### config.mk
export PLATFORM = sky130hd
export DESIGN_NAME = multi_slave_bridge
export DESIGN_NICKNAME = d
export VERILOG_FILES = /design/src/rtl/bridge_pkg.sv /design/src/rtl/bridge_addr_decoder.sv /design/src/rtl/multi_slave_bridge.sv
export SDC_FILE = /design/constraint.sdc
export NUM_CORES = 1
export LEC_CHECK = 0
export ABC_AREA = 1
export CAP_MARGIN = 20
export CORE_UTILIZATION = 42
export DETAILED_ROUTE_END_ITERATION = 16
export HOLD_SLACK_MARGIN = 0.08
export MAX_ROUTING_LAYER = met4
export PLACE_DENSITY = 0.83
export SLEW_MARGIN = 0
export SYNTH_ARGS = -nofsm -noshare
export SYNTH_HDL_FRONTEND = slang
export SYNTH_HIERARCHICAL = 1
export SYNTH_SLANG_ARGS = --single-unit
### constraint.sdc
create_clock -name clk -period 1.5 [get_ports clk]
set_input_delay 0.45 -clock clk [delete_from_list [all_inputs] [get_ports clk]]
set_output_delay 0.45 -clock clk [all_outputs]
set_load 0.01 [all_outputs]
### src/rtl/bridge_pkg.sv
// bridge_pkg: shared state encoding, default address map and sizing helper for the bridge
package bridge_pkg;

    typedef enum logic [1:0] {
        IDLE = 2'd0,
        WAIT = 2'd1,
        RESP = 2'd2,
        ERR  = 2'd3
    } state_t;

    localparam int          DEF_N_SLAVES    = 3;
    localparam logic [95:0] DEF_BASE_ADDRS  = {32'h0000_7F10, 32'h0000_7F00, 32'h0000_0000};
    localparam logic [95:0] DEF_LIMIT_ADDRS = {32'h0000_7F1B, 32'h0000_7F0B, 32'h0000_2FFF};
    localparam logic [2:0]  DEF_WORD_ONLY   = 3'b110;
    localparam int          DEF_TIMEOUT     = 16;

    function automatic int clog2(input int v);
        int r;
        r = 0;
        while ((1 << r) < v) r = r + 1;
        return r;
    endfunction

endpackage

### src/rtl/bridge_addr_decoder.sv
// bridge_addr_decoder: maps a byte address to a one-hot slave select and flags illegal write sizes
module bridge_addr_decoder
    import bridge_pkg::*;
#(
    parameter int                      N_SLAVES    = DEF_N_SLAVES,
    parameter logic [N_SLAVES*32-1:0]  BASE_ADDRS  = DEF_BASE_ADDRS,
    parameter logic [N_SLAVES*32-1:0]  LIMIT_ADDRS = DEF_LIMIT_ADDRS,
    parameter logic [N_SLAVES-1:0]     WORD_ONLY   = DEF_WORD_ONLY
) (
    input  logic [31:0]         addr,
    input  logic [3:0]          byteen,
    output logic [N_SLAVES-1:0] sel_onehot,
    output logic                hit,
    output logic                illegal
);

    // Scan from the highest index down so the lowest matching window has the final say
    always_comb begin
        sel_onehot = '0;
        hit        = 1'b0;
        illegal    = 1'b0;
        for (int i = N_SLAVES - 1; i >= 0; i--) begin
            if (addr >= BASE_ADDRS[i*32 +: 32] && addr <= LIMIT_ADDRS[i*32 +: 32]) begin
                sel_onehot    = '0;
                sel_onehot[i] = 1'b1;
                hit           = 1'b1;
                illegal       = WORD_ONLY[i] && byteen != 4'h0 && byteen != 4'hF;
            end
        end
    end

endmodule

### src/rtl/multi_slave_bridge.sv
// multi_slave_bridge: CPU-to-peripheral bridge with windowed decode, req/ack handshake and timeout
module multi_slave_bridge
    import bridge_pkg::*;
#(
    parameter int                      N_SLAVES    = DEF_N_SLAVES,
    parameter logic [N_SLAVES*32-1:0]  BASE_ADDRS  = DEF_BASE_ADDRS,
    parameter logic [N_SLAVES*32-1:0]  LIMIT_ADDRS = DEF_LIMIT_ADDRS,
    parameter logic [N_SLAVES-1:0]     WORD_ONLY   = DEF_WORD_ONLY,
    parameter int                      TIMEOUT     = DEF_TIMEOUT
) (
    input  logic                   clk,
    input  logic                   reset,
    input  logic                   cpu_req,
    input  logic [31:0]            cpu_addr,
    input  logic [3:0]             cpu_byteen,
    input  logic [31:0]            cpu_wdata,
    output logic                   cpu_ready,
    output logic                   cpu_err,
    output logic [31:0]            cpu_rdata,
    output logic [N_SLAVES-1:0]    s_req,
    output logic [31:0]            s_addr,
    output logic [3:0]             s_byteen,
    output logic [31:0]            s_wdata,
    input  logic [N_SLAVES*32-1:0] s_rdata,
    input  logic [N_SLAVES-1:0]    s_ack
);

    localparam int CW = clog2(TIMEOUT);

    state_t                state, state_nx;
    logic [CW-1:0]         cnt;
    logic [N_SLAVES-1:0]   sel_onehot;
    logic                  hit, illegal;
    logic                  accept, ack, timed_out;
    logic [31:0]           rd_mux;

    bridge_addr_decoder #(
        .N_SLAVES    (N_SLAVES),
        .BASE_ADDRS  (BASE_ADDRS),
        .LIMIT_ADDRS (LIMIT_ADDRS),
        .WORD_ONLY   (WORD_ONLY)
    ) u_dec (
        .addr       (cpu_addr),
        .byteen     (cpu_byteen),
        .sel_onehot (sel_onehot),
        .hit        (hit),
        .illegal    (illegal)
    );

    // A request held through the completion pulse belongs to the finished transaction, so skip that cycle
    assign accept    = state == IDLE && cpu_req && !cpu_ready;
    assign ack       = |(s_ack & s_req);
    assign timed_out = cnt == CW'(TIMEOUT - 1);

    // Read data of the channel currently being served; s_req is one-hot during WAIT
    always_comb begin
        rd_mux = '0;
        for (int i = 0; i < N_SLAVES; i++)
            rd_mux = rd_mux | (s_req[i] ? s_rdata[i*32 +: 32] : 32'h0);
    end

    // Next-state selection; ack beats a simultaneous timeout
    always_comb begin
        state_nx = state;
        case (state)
            IDLE:    state_nx = accept ? ((hit && !illegal) ? WAIT : ERR) : IDLE;
            WAIT:    state_nx = ack ? RESP : (timed_out ? ERR : WAIT);
            default: state_nx = IDLE;
        endcase
    end

    // State register
    always_ff @(posedge clk or negedge reset) begin
        if (!reset) state <= IDLE;
        else        state <= state_nx;
    end

    // Slave-side latches, timeout counter and registered CPU response
    always_ff @(posedge clk or negedge reset) begin
        if (!reset) begin
            cnt       <= '0;
            cpu_ready <= 1'b0;
            cpu_err   <= 1'b0;
            cpu_rdata <= '0;
            s_req     <= '0;
            s_addr    <= '0;
            s_byteen  <= '0;
            s_wdata   <= '0;
        end else begin
            cpu_ready <= state == RESP || state == ERR;
            cpu_err   <= state == ERR;
            if (accept && hit && !illegal) begin
                s_req    <= sel_onehot;
                s_addr   <= cpu_addr;
                s_byteen <= cpu_byteen;
                s_wdata  <= cpu_wdata;
                cnt      <= '0;
            end
            if (state == WAIT) begin
                if (ack) begin
                    s_req     <= '0;
                    cpu_rdata <= (s_byteen == 4'h0) ? rd_mux : 32'h0;
                end else if (timed_out) begin
                    s_req <= '0;
                end else begin
                    cnt <= cnt + 1'b1;
                end
            end
            if (state == ERR) cpu_rdata <= '0;
        end
    end

endmodule

==> reports/metrics.yaml, run 1 <==
status: "finished with violations"
violations: "setup timing"
core_area_um2: 13300
rsz0062_at_grt: "true"
syn_to_final_growth_pct: 76.5
ant_nets: 0
drive_above_1_share: 0.239
first_pass_iters: 5
vias: 6783
post-route-min-period_ns: 1.88
cp-start-kind: "input pin"
p_leak_nw: 5.60
final_cell_mix: "nand2_1 (307), clkdlybuf4s50_1 (132), dfrtp_1 (111), nand3_1 (96), clkdlybuf4s15_1 (84)"
synth-seq-area-share: 0.479
path_clk_slew_ns: 0.08
r2r_cells: 7
ir_drop_mv: 0.641
synth_nets: 997
worstPathArrival_ns: 2.12
final_util: 0.766
maxSlewViolCount: 0
grt_overflow: 0
gp_congestion: 0.829
fmax_mhz: 532
cts_max_level: 3
fin_nets: 1330
critPathCaptureType: "flop"
final.setup.tns_ns: -25.47
drc: 0
cp.required_ns: 1.74
clockBufferDepth: 2
synth_cell_types: 25
ios: 275
synth-seq-cells: 111
critical_path.max_fanout: 12
total_power_w: 0.00834
dp.cells: 1268
finalWirelength_um: 22800
cts_sinks: 111
tightest_slew_ns: 0.480
post-place-ws_ns: -0.966
avgSynthCellArea_um2: 7.02
slew_headroom: 0.680
grt_max_degree: 86
min_path_type: "input pin to asynchronous set/reset pin"
netlist_instances: 826
fin_ws_ns: -0.380
viasPerCell: 5.06
syn-cell-area_um2: 5800
std_cell_rows: 42
final-hold-violation-count: 0
drt-wirelength-per-cell_um: 17.0
final_common_cell: "nand2_1"
grt_pass1_vias: 6448
insertion_delay_ns: 0.35
antenna_found_initial: 1
layout.cells.non_filler: 1341
die_h_um: 119
fill_cells: 882
cts_hold_buf: 0
numCtsBuffers: 9
grt_use_total: 0.295
dieArea_um2: 14300
drv_cap: 0
io_buffers: 274
dp_hpwl_um: 13300
ys_warn_count: 6
drt_iter0_markers: 542
initial_core_util: 0.434
timing_worst_setup_path_type: "input pin to flop"
cts_tree: "done"
finalSetupViolCount: 78
grt_pass1_wl_um: 32000
p_per_area_nw_per_um2: 816
root_buffer: "clkbuf_16"
fin_worst_skew_ns: 0.00531
die_w_um: 119
fin_crit_sh: 1.25
[metrics by stage]
step                hold slack [ns]  instance area (um2)
floorplan                     0.154                 5820
global placement              0.453                 8950
detailed placement            0.457                 8950
CTS                           0.109                 9580
global route                  0.125                10200
finish                        0.104                10200
[flip-flops by register name (all words and copies together), names as in the netlist]
register / flops
cnt: 4
cpu_err: 1
cpu_rdata: 32
cpu_ready: 1
s_addr: 32
s_byteen: 4
s_req: 3
s_wdata: 32
state: 2
[final timing paths]
| kind | from | end | slack (ns) |
|---|---|---|---|
| max | cpu_addr[25] | s_wdata[19] | -0.38 |
| min | reset | cpu_rdata[7] | 0.10 |
| max reg2reg | s_req[1] | cnt[1] | 0.04 |
| min in group clk | cpu_addr[27] | s_addr[27] | 0.33 |
| min reg2reg | cpu_rdata[10] | cpu_rdata[10] | 0.47 |
| max in group asynchronous | reset | s_addr[16] | 0.99 |
[logic make-up (layout without fill, tap and decap cells)]
| logic type | after synthesis | count (layout) | share of synthesized area |
|---|---|---|---|
| other | 0 | 1 | 0 |
| AOI/OAI and AO/OA | 6 | 6 | 0.00648 |
| DFF | 111 | 111 | 0.479 |
| adders and majority gates | 1 | 1 | 0.00216 |
| buffers and inverters | 116 | 453 | 0.0926 |
| and+or+nand+nor | 592 | 593 | 0.420 |
[where the power goes]
group / switching, W / internal (W) / total, W
sequential: 0.000129 / 0.00309 / 0.00322
combinational: 0.00129 / 0.000953 / 0.00224
clock: 0.00122 / 0.00166 / 0.00288
total: 0.00264 / 0.00570 / 0.00834
[cell type report]
| type | count | area, um2 | area share |
|---|---|---|---|
| diodes | 1 | 2.50 | 0.000245 |
| clock buffers | 9 | 225 | 0.0220 |
| clock inverters | 7 | 129 | 0.0126 |
| inverters | 68 | 255 | 0.0250 |
| multi-input cells | 600 | 2930 | 0.287 |
| flip-flops and latches | 111 | 2780 | 0.272 |
| well taps | 176 | 220 | 0.0215 |
| repair buffers | 369 | 3680 | 0.360 |
[synth_stat cells]
cell | n | area, um2
buf_2 | 24 | 120
nor3b_1 | 1 | 7.51
o21ai_2 | 1 | 8.76
nand3b_1 | 1 | 7.51
nand3_1 | 112 | 561
nor2_2 | 4 | 25.0
clkbuf_1 | 9 | 33.8
dfrtp_1 | 111 | 2780
nor2_4 | 3 | 33.8
inv_2 | 3 | 11.3
and2_1 | 1 | 6.26
o21ai_1 | 2 | 10.0
buf_1 | 3 | 11.3
nand2_4 | 2 | 22.5
ha_1 | 1 | 12.5
a21oi_2 | 1 | 8.76
nor2_1 | 81 | 304
buf_4 | 5 | 37.5
o21ai_0 | 2 | 10.0
nand4_2 | 1 | 12.5
nor3_1 | 1 | 5.00
nand2_1 | 384 | 1440
buf_6 | 7 | 78.8
inv_1 | 65 | 244
nand4_1 | 1 | 6.26
[layer usage]
metal  routed length [um]  up-vias  part of all wire  track usage
li1                     -     3188                 -            -
met1                 8600     3145              0.38        0.340
met2                11400      372              0.50        0.489
met3                 1860       78             0.082       0.0685
met4                  937        0             0.041        0.132
met5                    0        -                 0            -
[critical path, stage by stage]
cell	delay [ns]
buf_2	0.11
inv_1	0.08
nand2_2	0.07
nor2_4	0.15
nand2_2	0.10
nor2_4	0.14
nand3_4	0.09
nand2_2	0.08
inv_2	0.06
nor2_4	0.17
nand3_4	0.14
buf_12	0.17
clkbuf_16	0.17
nand2_1	0.07
nand2_1	0.06
[timing repair]
action / CTS / global route
cloned: 4 / 6
pin swaps: 30 / 46
setup buffers: 24 / 29
endpoints found under the setup margin: 182 / 175
resized for setup: 276 / 215
No activity file was read; power rests on OpenSTA's default activity.
==> inputs of run 2 (changes only) <==
--- a/config.mk
+++ b/config.mk
@@ -6,7 +6,6 @@
 export NUM_CORES = 1
 export LEC_CHECK = 0
 export ABC_AREA = 1
-export CAP_MARGIN = 20
 export CORE_UTILIZATION = 42
 export DETAILED_ROUTE_END_ITERATION = 16
 export HOLD_SLACK_MARGIN = 0.08
==> results of run 2 <==
Same layout as run 1: the final DEF is identical, and so are final timing and power.
==> inputs of run 3 (changes only) <==
--- a/config.mk
+++ b/config.mk
@@ -6,6 +6,8 @@
 export NUM_CORES = 1
 export LEC_CHECK = 0
 export ABC_AREA = 1
+export CAP_MARGIN = 10
+export CORE_ASPECT_RATIO = 2
 export CORE_UTILIZATION = 42
 export DETAILED_ROUTE_END_ITERATION = 16
 export HOLD_SLACK_MARGIN = 0.08
==> reports/metrics.yaml, run 3 (synthesis results as in run 1) <==
status: "finished with violations"  # unchanged
violations: "setup timing"  # unchanged
crit_chain: "buf_2 -> inv_1 -> nand2_1 -> nor2_2 -> nand2_2 -> nor2_4 -> nand3_4 -> nand2_2 -> inv_2 -> nor2_4 -> nand3_4 -> buf_6 -> nand2_2 -> nand2_1 -> nand2_1 -> nand2_1"  # was buf_2 -> inv_1 -> nand2_2 -> nor2_4 -> nand2_2 -> nor2_4 -> nand3_4 -> nand2_2 -> inv_2 -> nor2_4 -> nand3_4 -> buf_12 -> clkbuf_16 -> nand2_1 -> nand2_1
std_cell_rows: 60  # was 42
drv_cap: 0  # unchanged
fill_cells: 1144  # was 882
p_per_area_nw_per_um2: 827  # was 816 nW/um2
finalSetupViolCount: 76  # was 78
p_int_w: 0.00528  # was 0.00570 W
core_area_um2: 13400  # was 13300 um2
regArea_um2: 2780  # unchanged
grt_overflow: 0  # unchanged
pwr-share-clk: 0.316  # was 0.346
pwr-share-comb: 0.269  # about the same
fin_nets: 1297  # was 1330
initial_core_util: 0.431  # was 0.434
drt_iter0_markers: 242  # was 542
cts_max_level: 3  # unchanged
grt_use_total: 0.263  # was 0.295
viasPerCell: 4.88  # was 5.06
critPathCaptureType: "flop"  # unchanged
antenna_found_initial: 0  # was 1
min_path_type: "input pin to flop"  # was input pin to asynchronous set/reset pin
cts_sinks: 111  # unchanged
finalWirelength_um: 19300  # was 22800 um
cts_tree: "done"  # unchanged
grt_pass1_wl_um: 28900  # was 32000 um
cp-start-kind: "input pin"  # unchanged
crit_slowest_cell: "buf_6"  # was nor2_4
post-place-ws_ns: -0.970  # was -0.966 ns
fin_crit_sh: 1.16  # was 1.25
whs_ns: 0.345  # was 0.104 ns
swShare: 0.319  # was 0.317
ios: 275  # unchanged
grt_max_degree: 51  # was 86
cpLargestDelayFamily: "simple AND/OR/NAND/NOR gates"  # unchanged
clockBufferDepth: 2  # unchanged
n_antenna_cell: 0  # was 1
worstPathArrival_ns: 1.97  # was 2.12 ns
syn_to_final_growth_pct: 61.8  # was 76.5%
numCtsBuffers: 9  # unchanged
dieArea_um2: 14300  # about the same
power.switching_w: 0.00248  # was 0.00264 W
reg_top3: "cpu_rdata (32), s_addr (32), s_wdata (32)"  # unchanged
dp.cells: 1248  # was 1268
final_cell_mix: "nand2_1 (369), clkdlybuf4s50_1 (132), dfrtp_1 (111), nand3_1 (108), nor2_1 (71)"  # was nand2_1 (307), clkdlybuf4s50_1 (132), dfrtp_1 (111), nand3_1 (96), clkdlybuf4s15_1 (84)
final_common_cell: "nand2_1"  # unchanged
tightest_slew_ns: 0.359  # was 0.480 ns
p_leak_nw: 5.44  # was 5.60 nW
die_w_um: 85.1  # was 119 um
maxSlewViolCount: 0  # unchanged
fmax_mhz: 576  # was 532 MHz
slowest_delay_ns: 0.18  # was 0.17 ns
fin_ws_ns: -0.236  # was -0.380 ns
post-route-min-period_ns: 1.74  # was 1.88 ns
dp_hpwl_um: 13600  # was 13300 um
path_clk_slew_ns: 0.08  # about the same
first_pass_iters: 4  # was 5
critical_path.max_fanout: 7  # was 12
root_buffer: "clkbuf_16"  # unchanged
multi_input_area_um2: 2630  # was 2930 um2
cp_common_cell: "nand2_1"
final-hold-violation-count: 0  # unchanged
drc: 0  # unchanged
ir_drop_mv: 0.546  # was 0.641 mV
vias: 6277  # was 6783
ant_nets: 0  # unchanged
rsz0062_at_grt: "true"  # unchanged
pwr-share-seq: 0.415  # was 0.385
die_h_um: 168  # was 119 um
slew_headroom: 0.761  # was 0.680
insertion_delay_ns: 0.34  # was 0.35 ns
drt-wirelength-per-cell_um: 15.0  # was 17.0 um
layout.cells.non_filler: 1286  # was 1341
final.setup.tns_ns: -13.60  # was -25.47 ns
fin_worst_skew_ns: 0.0136  # was 0.00531 ns
grt_pass1_vias: 5969  # was 6448
gp_congestion: 0.905  # was 0.829
timing_worst_setup_path_type: "input pin to flop"  # unchanged
cp.required_ns: 1.74  # about the same
io_buffers: 274  # unchanged
worst-path-buf-inv: 4  # was 5
drive_above_1_share: 0.144  # was 0.239
==> run 3: area by class of cell <==
| cell class | instances | share of cell area |
|---|---|---|
| Clock buffer | 9 | 0.0240 |
| Clock inverter | 7 | 0.00827 |
| Inverter | 68 | 0.0272 |
| Multi-Input combinational cell | 600 | 0.280 |
| Sequential cell | 111 | 0.296 |
| Tap cell | 155 | 0.0207 |
| Timing Repair Buffer | 336 | 0.343 |
==> run 3: what timing repair did <==
action / in CTS / in global routing
setup buffers: 9 / 8
resized for setup: 251 / 92
gates cloned: 1 / 3
hold endpoints to repair: 13 / 0
pin swaps: 31 / 25
hold buffers: 1 / 0
setup endpoints to repair: 181 / 158
==> run 3: metal layers <==
metal  vias up  global-route usage  wire [um]
met5         -                   -          0
met4         0               0.105        716
met3        45              0.0412       1020
met2       223               0.476      10400
met1      2899               0.283       7170
li1       3110                   -          -
==> run 3: path summary, 6_finish.rpt <==
path                                    from  depth (start not counted)      endpoint  slack, ns
worst max-delay path            cpu_addr[27]                         16        cnt[2]      -0.24
worst min-delay path            cpu_addr[16]                          3    s_addr[16]       0.34
worst max register to register      s_req[1]                          7        cnt[0]       0.06
worst min register to register  cpu_rdata[9]                          2  cpu_rdata[9]       0.47
max in group asynchronous              reset                          3   s_byteen[1]       0.49
min in group asynchronous              reset                          2    s_addr[26]       0.52
==> run 3: stage by stage <==
step | util | area (um2) | total power [W]
after floorplan | - | 5820 | 0.00426
after global placement | 0.661 | 8880 | 0.00523
after detailed placement | 0.661 | 8880 | 0.00525
after CTS | 0.680 | 9140 | 0.00772
after global routing | 0.698 | 9380 | 0.00813
final | 0.698 | 9380 | 0.00776
==> run 3: power by group through the flow <==
| stage | Sequential [W] | Combinational, W | Clock [W] |
|---|---|---|---|
| after floorplan | 0.00323 | 0.00103 | 0 |
| after global placement | 0.00327 | 0.00196 | 0 |
| after detailed placement | 0.00327 | 0.00198 | 0 |
| after CTS | 0.00321 | 0.00197 | 0.00253 |
| after global routing | 0.00323 | 0.00227 | 0.00263 |
| final | 0.00322 | 0.00209 | 0.00245 |
==> run 3: worst register-to-register path, stage by stage (launching register included) <==
cell	delay (ns)
dfrtp_1	0.41
buf_4	0.16
nand2_1	0.07
nand3_2	0.11
nor2_1	0.26
nand2_1	0.17
nand2_1	0.11
nand2_1	0.05
